===== config.mk =====
export PLATFORM = sky130hd
export DESIGN_NAME = run_launcher
export DESIGN_NICKNAME = d
export VERILOG_FILES = /design/src/rtl/run_launcher.sv
export SDC_FILE = /design/constraint.sdc
export NUM_CORES = 1
export LEC_CHECK = 0
export CORE_MARGIN = 5
export CORE_UTILIZATION = 39
export DETAILED_ROUTE_END_ITERATION = 12
export SLEW_MARGIN = 15
export SYNTH_ARGS = -nofsm -noshare
export SYNTH_HDL_FRONTEND = slang
export SYNTH_SLANG_ARGS = --single-unit

===== constraint.sdc =====
create_clock -name clk -period 2.45 [get_ports clk]
set_input_delay 0.6125 -clock clk [delete_from_list [all_inputs] [get_ports clk]]
set_output_delay 0.6125 -clock clk [all_outputs]
set_load 0.005 [all_outputs]

===== src/rtl/run_launcher.sv =====
// Debounced push-button launcher: pulses startProcess to top and times the run until endProcess.
// Optional run-length abort is compiled in with the RUN_TIMEOUT_EN macro.
module run_launcher #(
  parameter int DEBOUNCE_CYCLES = 50000,
  parameter int CNT_W           = 32,
  parameter int TIMEOUT_CYCLES  = 1000000
) (
  input  logic             clk,
  input  logic             rstN,
  input  logic             startBtn,
  input  logic             endProcess,
  output logic             startProcess,
  output logic             busy,
  output logic             done,
  output logic             timeout,
  output logic [CNT_W-1:0] cycleCount
);

  localparam int DW = $clog2(DEBOUNCE_CYCLES + 1);
  localparam logic [DW-1:0] DB_MAX  = DW'(DEBOUNCE_CYCLES);
  localparam logic [DW-1:0] DB_LAST = DW'(DEBOUNCE_CYCLES - 1);

  localparam logic [1:0] S_IDLE   = 2'd0;
  localparam logic [1:0] S_LAUNCH = 2'd1;
  localparam logic [1:0] S_RUN    = 2'd2;
  localparam logic [1:0] S_DONE   = 2'd3;

  if (DEBOUNCE_CYCLES < 1) begin : g_bad_debounce
    $error("DEBOUNCE_CYCLES must be at least 1");
  end
  if (TIMEOUT_CYCLES < 1) begin : g_bad_timeout
    $error("TIMEOUT_CYCLES must be at least 1");
  end

  logic            r_sync1;
  logic            r_sync2;
  logic [DW-1:0]   r_dbCnt;
  logic            r_accept;
  logic [1:0]      r_state;
  logic            r_start;
  logic            r_busy;
  logic            r_done;
  logic [CNT_W-1:0] r_count;
  logic            w_btnS;

  assign w_btnS = r_sync2;

  // Counter saturates at DB_MAX, so a held button yields a single accept until it drops.
  always_ff @(posedge clk or negedge rstN) begin
    if (!rstN) begin
      r_sync1  <= 1'b0;
      r_sync2  <= 1'b0;
      r_dbCnt  <= '0;
      r_accept <= 1'b0;
    end else begin
      r_sync1  <= startBtn;
      r_sync2  <= r_sync1;
      r_accept <= w_btnS && (r_dbCnt == DB_LAST);
      if (!w_btnS) begin
        r_dbCnt <= '0;
      end else if (r_dbCnt != DB_MAX) begin
        r_dbCnt <= r_dbCnt + DW'(1);
      end
    end
  end

`ifdef RUN_TIMEOUT_EN
  localparam logic [CNT_W-1:0] TO_LAST = CNT_W'(TIMEOUT_CYCLES - 1);
  localparam logic [CNT_W-1:0] TO_MAX  = CNT_W'(TIMEOUT_CYCLES);
  logic r_timeout;
  assign timeout = r_timeout;
`else
  assign timeout = 1'b0;
`endif

  always_ff @(posedge clk or negedge rstN) begin
    if (!rstN) begin
      r_state <= S_IDLE;
      r_start <= 1'b0;
      r_busy  <= 1'b0;
      r_done  <= 1'b0;
      r_count <= '0;
`ifdef RUN_TIMEOUT_EN
      r_timeout <= 1'b0;
`endif
    end else begin
      r_start <= 1'b0;
      case (r_state)
        S_IDLE, S_DONE: begin
          if (r_accept) begin
            r_state <= S_LAUNCH;
            r_start <= 1'b1;
            r_done  <= 1'b0;
            r_count <= '0;
`ifdef RUN_TIMEOUT_EN
            r_timeout <= 1'b0;
`endif
          end
        end
        S_LAUNCH: begin
          r_state <= S_RUN;
          r_busy  <= 1'b1;
        end
        S_RUN: begin
          // Completion wins over timeout when both land on the same cycle.
          if (endProcess) begin
            r_state <= S_DONE;
            r_busy  <= 1'b0;
            r_done  <= 1'b1;
`ifdef RUN_TIMEOUT_EN
          end else if (r_count == TO_LAST) begin
            r_state   <= S_DONE;
            r_busy    <= 1'b0;
            r_done    <= 1'b1;
            r_timeout <= 1'b1;
            r_count   <= TO_MAX;
`endif
          end else if (r_count != '1) begin
            r_count <= r_count + CNT_W'(1);
          end
        end
        default: r_state <= S_IDLE;
      endcase
    end
  end

  assign startProcess = r_start;
  assign busy         = r_busy;
  assign done         = r_done;
  assign cycleCount   = r_count;

endmodule


Yosys cells after proc, flatten, opt, wreduce, memory -nomap -nowiden
Index checks and enable logic that the tools add are counted.
Word-level totals
  word-level logic and storage cells: 47
  output and inout bits: 36
  flip-flop bits (word level): 56
  input port bits: 4
Cells by class
  eq/ne operators: 11
  reductions and logical operators: 9
  mux-type cells: 16
  $add $sub $neg: 2
Operators by type and width (count)
  32-bit 2-to-1 mux: 3
  32-bit case mux with 2 select lines: 1
  32-bit by 1-bit adder with 32-bit output, second input constant: 1
  16-bit 2-to-1 mux: 2
  32-bit inequality test, second input constant: 1
  16-bit by 1-bit adder with 16-bit output, second input constant: 1
  16-bit == test, second input constant: 1
  16-bit inequality test, second input constant: 1
  2-bit inequality test, second input constant: 4
  2-bit case mux with 3 select lines: 1
  1-bit 2-to-1 mux: 5
  2-bit == test, second input constant: 2
  2-bit 2-to-1 mux: 2
  1-bit case mux with 2 select lines: 2
  2-bit AND reduction: 2
  4-bit AND reduction: 1
  2-bit nonzero test: 2
  3-bit AND reduction: 1
  2-bit by 1-bit == test with 1-bit output, second input constant: 1
  2-bit logical NOT: 1
  2-bit by 1-bit inequality test with 1-bit output, second input constant: 1
  2-bit OR reduction: 1
  1-bit logical AND: 1

Logic depth before layout (Yosys ltp)
Gate-level depths: netlist (run 1).
  depth in word-level cells: 4
  gate-level depth with buffers: 9
  gate-level depth less buffers: 8

Worst setup path before layout (run 1)
No wires, ideal clock.
  kind: register to register
  from: reg r_count[0], in the netlist cycleCount[0]
  to: reg r_count[29], in the netlist cycleCount[29]
  cell stages (with the launch flop): 9
  path buffers: 1
  clock period less this slack: 1974 ps
  arrival: 1841 ps
  setup slack: 476 ps
  library setup time: 133 ps
  path through: dfrtp_1 -> ha_1 -> nand2_1 -> nor4_4 -> nand2_4 -> o21a_1 -> buf_2 -> a31oi_1 -> a31oi_1
Between the ends
  longest elaborated chain between the ends: 4
  elaborated cells on any way between the ends: 7
  classes of those cells: add/sub: 1; eq/ne: 2; mux: 3; reduce/logical: 1
Ends and longest elaborated chain
  start, declared: RTL line 43  | logic [CNT_W-1:0] r_count;
  start signal, assigned: RTL line 119  | r_count <= r_count + CNT_W'(1);
  32-bit by 1-bit adder with 32-bit output: RTL line 119
  32-bit 2-to-1 mux: RTL line 118  | end else if (r_count != '1) begin
  32-bit 2-to-1 mux: RTL line 106  | if (endProcess) begin
  32-bit case mux with 2 select lines: RTL line 88  | case (r_state)
Parallel ways exist; a longest one is shown, timed or not. The select of a mux whose other input is x is not followed.
A chain may end at the register's enable or synchronous reset.

Worst setup path in the final report (run 1)
  from: reg r_count[16], in the netlist cycleCount[16]
  to: reg r_count[17], in the netlist cycleCount[17]
The elaborated chain is that of the path after synthesis.

==> metrics.md, run 1 <==
| Metric | Value |
|---|---|
| Status | complete, no violations |
| Fin Setup TNS | 0 ns |
| Clock Tree Buf Depth | 2 |
| Clock sinks | 56 |
| Slew Limit Fails | 0 |
| Antenna violations before repair | 0 |
| Nets | 393 |
| Critical path type | flip-flop to flip-flop |
| Initial Util | 39.6% |
| Detailed Routing Iterations Pass 1 | 4 |
| Fmax | 463 MHz |
| RR Endpoint | cycleCount[17] |
| Worst Reg-to-Reg Cells | 6 |
| Share of cells above drive strength 1 | 12.5% |
| Place WS | 0.158 ns |
| Leakage | 1.56 nW |
| Worst relative slew slack | 63.5% |
| DP HPWL | 5140 µm |
| Final period util | 88.1% |
| Worst slew pin tran | 0.542 ns |
| Synth Flop Type | dfrtp_1 |
| Worst EP required | 2.65 ns |
| Critical path arrival | 2.36 ns |
| Io pins | 40 |
| Max Cap Viol | 0 |
| Post-CTS resize count | 0 |
| Clock transition at path regs | 0.10 ns |
| Synth top cells by count | dfrtp_1 (56), nand2_1 (38), nor2_1 (32) |
| Worst hold path class | input pin to async pin |
| RSZ-0062 raised after global routing | false |
| Avg Inst Size Synth | 9.28 µm² |
| Most numerous cell in the Yosys netlist | dfrtp_1 |
| Synth Register Bits | 56 |
| Max rail drop VDD | 0.000268 V |
| Synth top area share | 46.3% |
| Final GP Congestion | 0.854 |
| Worst r2r src | cycleCount[16] |
| Post-synth EDFFs | 0 |
| Placed cells | 479 |
| Share of flip-flops with an asynchronous set or reset | 100% |
| Number of nets with antenna violations after routing | 0 |
| Drt wl/cell | 14.7 µm |
| Final setup viols | 0 |
| Hold Slack | 0.292 ns |
| Pin count of the biggest net entering global routing | 57 |
| Total Wirelength | 7140 µm |
| Post-CTS setup buffer count | 0 |
| Area of the core | 7650 µm² |
| H-tree depth | 2 |
| CP startpoint kind | flip-flop |
| Post-synth cell types | 59 |
| Die Wd | 98.1 µm |
| Mapped cell area | 3030 µm² |
| Fillcell total | 738 |
| All-Layer GR Usage | 15.3% |
| Max Clock Skew | 0.0141 ns |
| DRC Markers | 0 |
| CTS root buffer | clkbuf_8 |
| Num CTS Buffers | 5 |
| Pwr dens | 549 nW/µm² |
| Worst Setup End Kind | flip-flop |
| Die height | 98.1 µm |
| Via-to-Cell Ratio | 5.41 |
| Top post-synthesis cells by area | dfrtp_1 (46%), nand2_1 (4.7%), nand3_1 (4.1%) |
| Final Hold Violating Endpoints | 0 |
| Hold_buf cts | 0 |
| Tmin final | 2.16 ns |
| Tot Pwr | 2.07 mW |
| Initial DRC count | 146 |
| FF-to-FF setup slack | 0.29 ns |
| Post-route insts no fill | 487 |
| First-pass GRT wire length | 12200 µm |
| Number of global-route vias before repair | 2553 |
| Clk Latency, worst-skew pair | 0.31 ns |
| Synth warnings | 0 |
| Mapped Nets | 335 |
| Syn Inst Count | 326 |
| Sequential area share after synthesis | 46.3% |
| Worst-path fanout max | 10 |
| Die area | 9620 µm² |
| # port buffers | 38 |
| Antenna cell count | 0 |
| Grt ovf | 0 |
| CTS tree | built |
| Dominant cell type by area after synthesis | dfrtp_1 |
| # rows | 32 |
| Layout area overhead | 24.6% |
| Via count | 2636 |
| PnR worst setup slack | 0.292 ns |
## kinds of logic (layout without fill, tap and decap cells)
family,Yosys count,in the layout,share of synthesized area (%)
AND/OR/NAND/NOR,147,147,26.1
AO/OA/AOI/OAI,84,84,18.7
flip-flops,56,56,46.3
buffers and inverters,21,80,3.10
XOR/XNOR,11,11,3.18
adder cells (fa/ha/maj),5,5,2.07
other,1,1,0.124
multiplexers,1,1,0.331
## metal layers
layer / global-route usage [%] / up-vias / wire (µm)
met2: 25.0 / 69 / 3420
met1: 20.3 / 1244 / 3240
met5: 0 / - / 0
met3: 3.21 / 11 / 384
met4: 4.90 / 0 / 91
li1: - / 1312 / -
## registers in the layout (all words and copies together), names as in the netlist
register / cells
r_accept: 1
done: 1
r_sync2: 1
r_state: 2
r_dbCnt: 16
r_sync1: 1
cycleCount: 32
busy: 1
startProcess: 1
## critical path: stages, from the launching register on
cell and delay (ns):
dfrtp_1 0.46, nand4_1 0.24, nor4_4 0.44, nand2_4 0.08, o21ai_2 0.46, nor3_1 0.12
a211o_1 0.24
## placed cells by master, fill, tap and decap left out, types with 5 or more instances in the layout
cell type / synthesis / final
inv_1: 9 / 9
nor2_1: 32 / 32
ha_1: 5 / 5
o31ai_1: 9 / 9
nand4_1: 8 / 8
o21ai_1: 5 / 5
a21oi_1: 15 / 15
a31oi_1: 13 / 13
and2_1: 5 / 5
xor2_1: 7 / 7
nand2_1: 38 / 38
o211ai_1: 11 / 11
and3_1: 8 / 8
clkbuf_8: 0 / 5
nand3_1: 25 / 25
o21ai_0: 13 / 13
clkdlybuf4s50_1: 0 / 37
dfrtp_1: 56 / 56
buf_4: 1 / 22
## layout make-up
cell class	instances	area, µm²	share of cell area (%)
timing repair buffer	61	561	14.9
tap	102	128	3.39
inverter	11	41.3	1.10
clock buffer	6	72.6	1.93
multi-input combinational	249	1530	40.6
sequential	56	1400	37.2
clock inverter	2	35.0	0.930
## metrics by stage
step / instance area, µm² / utilization, %
finish: 3770 / 49.3
global route: 3770 / 49.3
CTS: 3770 / 49.3
detailed placement: 3660 / 47.9
global placement: 3660 / 47.9
floorplan: 3030 / -
## worst max-delay path by stage
stage	startpoint	endpoint	slack (ns)	cells after the start
2_1_floorplan	cycleCount[0]	cycleCount[29]	0.48	8
3_3_place_gp	endProcess	cycleCount[22]	0.21	7
3_5_place_dp	endProcess	cycleCount[25]	0.16	7
4_1_cts	r_state[0]	cycleCount[15]	0.26	8
5_1_grt	r_state[0]	cycleCount[18]	0.05	8
6_report	cycleCount[16]	cycleCount[17]	0.29	6
## power by group
group          total [mW]  switching [mW]  internal (mW)
sequential           1.00          0.0382          0.966
clock               0.597           0.293          0.304
combinational       0.468           0.296          0.172
Note: power is estimated with default switching activity, not from simulation.
==> run 2: changes to the inputs <==
--- a/config.mk
+++ b/config.mk
@@ -8,7 +8,7 @@
 export CORE_MARGIN = 5
 export CORE_UTILIZATION = 39
 export DETAILED_ROUTE_END_ITERATION = 12
-export SLEW_MARGIN = 15
+export SLEW_MARGIN = 20
 export SYNTH_ARGS = -nofsm -noshare
 export SYNTH_HDL_FRONTEND = slang
 export SYNTH_SLANG_ARGS = --single-unit
==> results of run 2 <==
No change in the layout: final DEF, timing and power equal those of run 1.
==> run 3: changes to the inputs <==
==> constraint.sdc (replaced) <==
create_clock -name clk -period 2.5 [get_ports clk]
set_input_delay 0.625 -clock clk [delete_from_list [all_inputs] [get_ports clk]]
set_output_delay 0.625 -clock clk [all_outputs]
set_load 0.005 [all_outputs]
==> run 3 against run 2 <==
- sequential share of layout area up 0.51 points
- clock skew is 0.0016 ns lower
- count of clock-buffer cells in the layout up 1
- global-route usage is 0.66 points higher
- worst setup slack lost 0.076 ns
- core utilization is 0.67 points lower
- critical path depth did not move
- highest routed layer unchanged
==> metrics.md, run 3 (same netlist as run 1, synthesis figures left out) <==
| Metric | Value |
|---|---|
| Status | complete, no violations |
| Number of nets with antenna violations after routing | 0 |
| CP startpoint kind | flip-flop |
| Clock Tree Buf Depth | 2 |
| Fillcell total | 741 |
| Detailed Routing Iterations Pass 1 | 4 |
| Final setup viols | 0 |
| Total Wirelength | 7330 µm |
| Gate power share | 22.7% |
| Worst Setup End Kind | flip-flop |
| Area of the core | 7650 µm² |
| Most frequent cells in the layout | dfrtp_1 (56), nand2_1 (38), clkdlybuf4s50_1 (37) |
| Most common cell after layout, fill and taps aside | dfrtp_1 |
| Leakage | 1.53 nW |
| CTS tree | built |
| Via count | 2654 |
| Max Cap Viol | 0 |
| Layout area overhead | 22.9% |
| NetSw | 611 µW |
| Clock sinks | 56 |
| DP HPWL | 5330 µm |
| Multi-input logic area | 1530 µm² |
| Worst hold path class | input pin to async pin |
| Worst-path fanout max | 14 |
| Worst EP required | 2.71 ns |
| Sequential power share | 50.6% |
| Num CTS Buffers | 5 |
| Register area | 1400 µm² |
| Fmax | 438 MHz |
| Placed instance area | 3620 µm² |
| Sw Share | 31.4% |
| Io pins | 40 |
| Fin Setup TNS | 0 ns |
| Initial Util | 39.6% |
| Tmin final | 2.28 ns |
| DRC Markers | 0 |
| Critical path type | flip-flop to flip-flop |
| Die Wd | 98.1 µm |
| Drt wl/cell | 15.2 µm |
| P_int | 1.33 mW |
| Hold_buf cts | 0 |
| Die height | 98.1 µm |
| Layout Cell Area excl Fill | 3720 µm² |
| H-tree depth | 2 |
| # rows | 32 |
| Clock power frac | 26.7% |
| # port buffers | 38 |
| Max rail drop VDD | 0.000302 V |
| Pwr dens | 523 nW/µm² |
| Final GP Congestion | 0.824 |
| Grt ovf | 0 |
| Pin count of the biggest net entering global routing | 35 |
| Nets | 388 |
| Clk Latency, worst-skew pair | 0.31 ns |
| First-pass GRT wire length | 12600 µm |
| Final Hold Violating Endpoints | 0 |
| Antenna violations before repair | 0 |
| Final Util | 48.6% |
| RSZ-0062 raised after global routing | false |
| Share of cells above drive strength 1 | 11.3% |
| Initial DRC count | 93 |
| Slew Limit Fails | 0 |
| Tot Pwr | 1.94 mW |
| Antenna cell count | 0 |
| Clock transition at path regs | 0.11 ns |
| Die area | 9620 µm² |
| Via-to-Cell Ratio | 5.51 |
| Max Clock Skew | 0.0125 ns |
| Post-CTS setup buffer count | 0 |
| Worst slew pin tran | 0.668 ns |
| Hold Slack | 0.303 ns |
| CTS root buffer | clkbuf_8 |
| All-Layer GR Usage | 15.9% |
| Post-CTS resize count | 0 |
| Number of global-route vias before repair | 2497 |
| Critical path arrival | 2.49 ns |
| Worst relative slew slack | 55.5% |
| Final period util | 91.3% |
| Max reg flops | 32 |
-- run 3: layer usage --
layer | share of wire, % | up-vias | track usage (%)
li1 | - | 1311 | -
met1 | 45 | 1274 | 20.8
met2 | 49 | 58 | 27.4
met3 | 4.0 | 11 | 2.79
met4 | 1.3 | 0 | 3.94
met5 | 0 | - | 0
-- run 3: worst paths after layout --
kind / endpoint / slack [ns] / startpoint / depth (start not counted)
hold / removal: cycleCount[19] / 0.30 / rstN / 1
max in group asynchronous: cycleCount[4] / 1.61 / rstN / 2
setup / recovery: cycleCount[17] / 0.22 / cycleCount[14] / 6
min in group clk: r_sync2 / 0.36 / r_sync1 / 0
hold reg to reg: r_sync2 / 0.36 / r_sync1 / 0
setup reg to reg: cycleCount[17] / 0.22 / cycleCount[14] / 6
-- run 3: critical path: stages (launching register included) --
cell,delay (ns)
dfrtp_1,0.53
nand2_1,0.15
nor4_4,0.45
nand2_4,0.13
o21ai_2,0.58
nor3_1,0.11
a211o_1,0.24
-- run 3: cell type report --
class | instances | area share, %
Clock buffer | 7 | 2.32
Clock inverter | 1 | 0.202
Inverter | 11 | 1.11
Multi-Input combinational cell | 249 | 41.2
Sequential cell | 56 | 37.7
Tap cell | 102 | 3.43
Timing Repair Buffer | 56 | 14.1
-- run 3: per-stage QoR --
step | std cells | worst slack [ns]
finish | 482 | 0.216
global route | 482 | 0.0319
CTS | 482 | 0.205
detailed placement | 474 | 0.173
global placement | 474 | 0.207
floorplan | 326 | 0.526
-- run 3: power groups by stage --
stage	Clock [mW]	Combinational (mW)	Sequential (mW)
floorplan	0	0.259	1.00
global placement	0	0.444	1.00
detailed placement	0	0.451	1.00
CTS	0.538	0.451	0.985
global route	0.573	0.501	0.990
finish	0.519	0.441	0.983
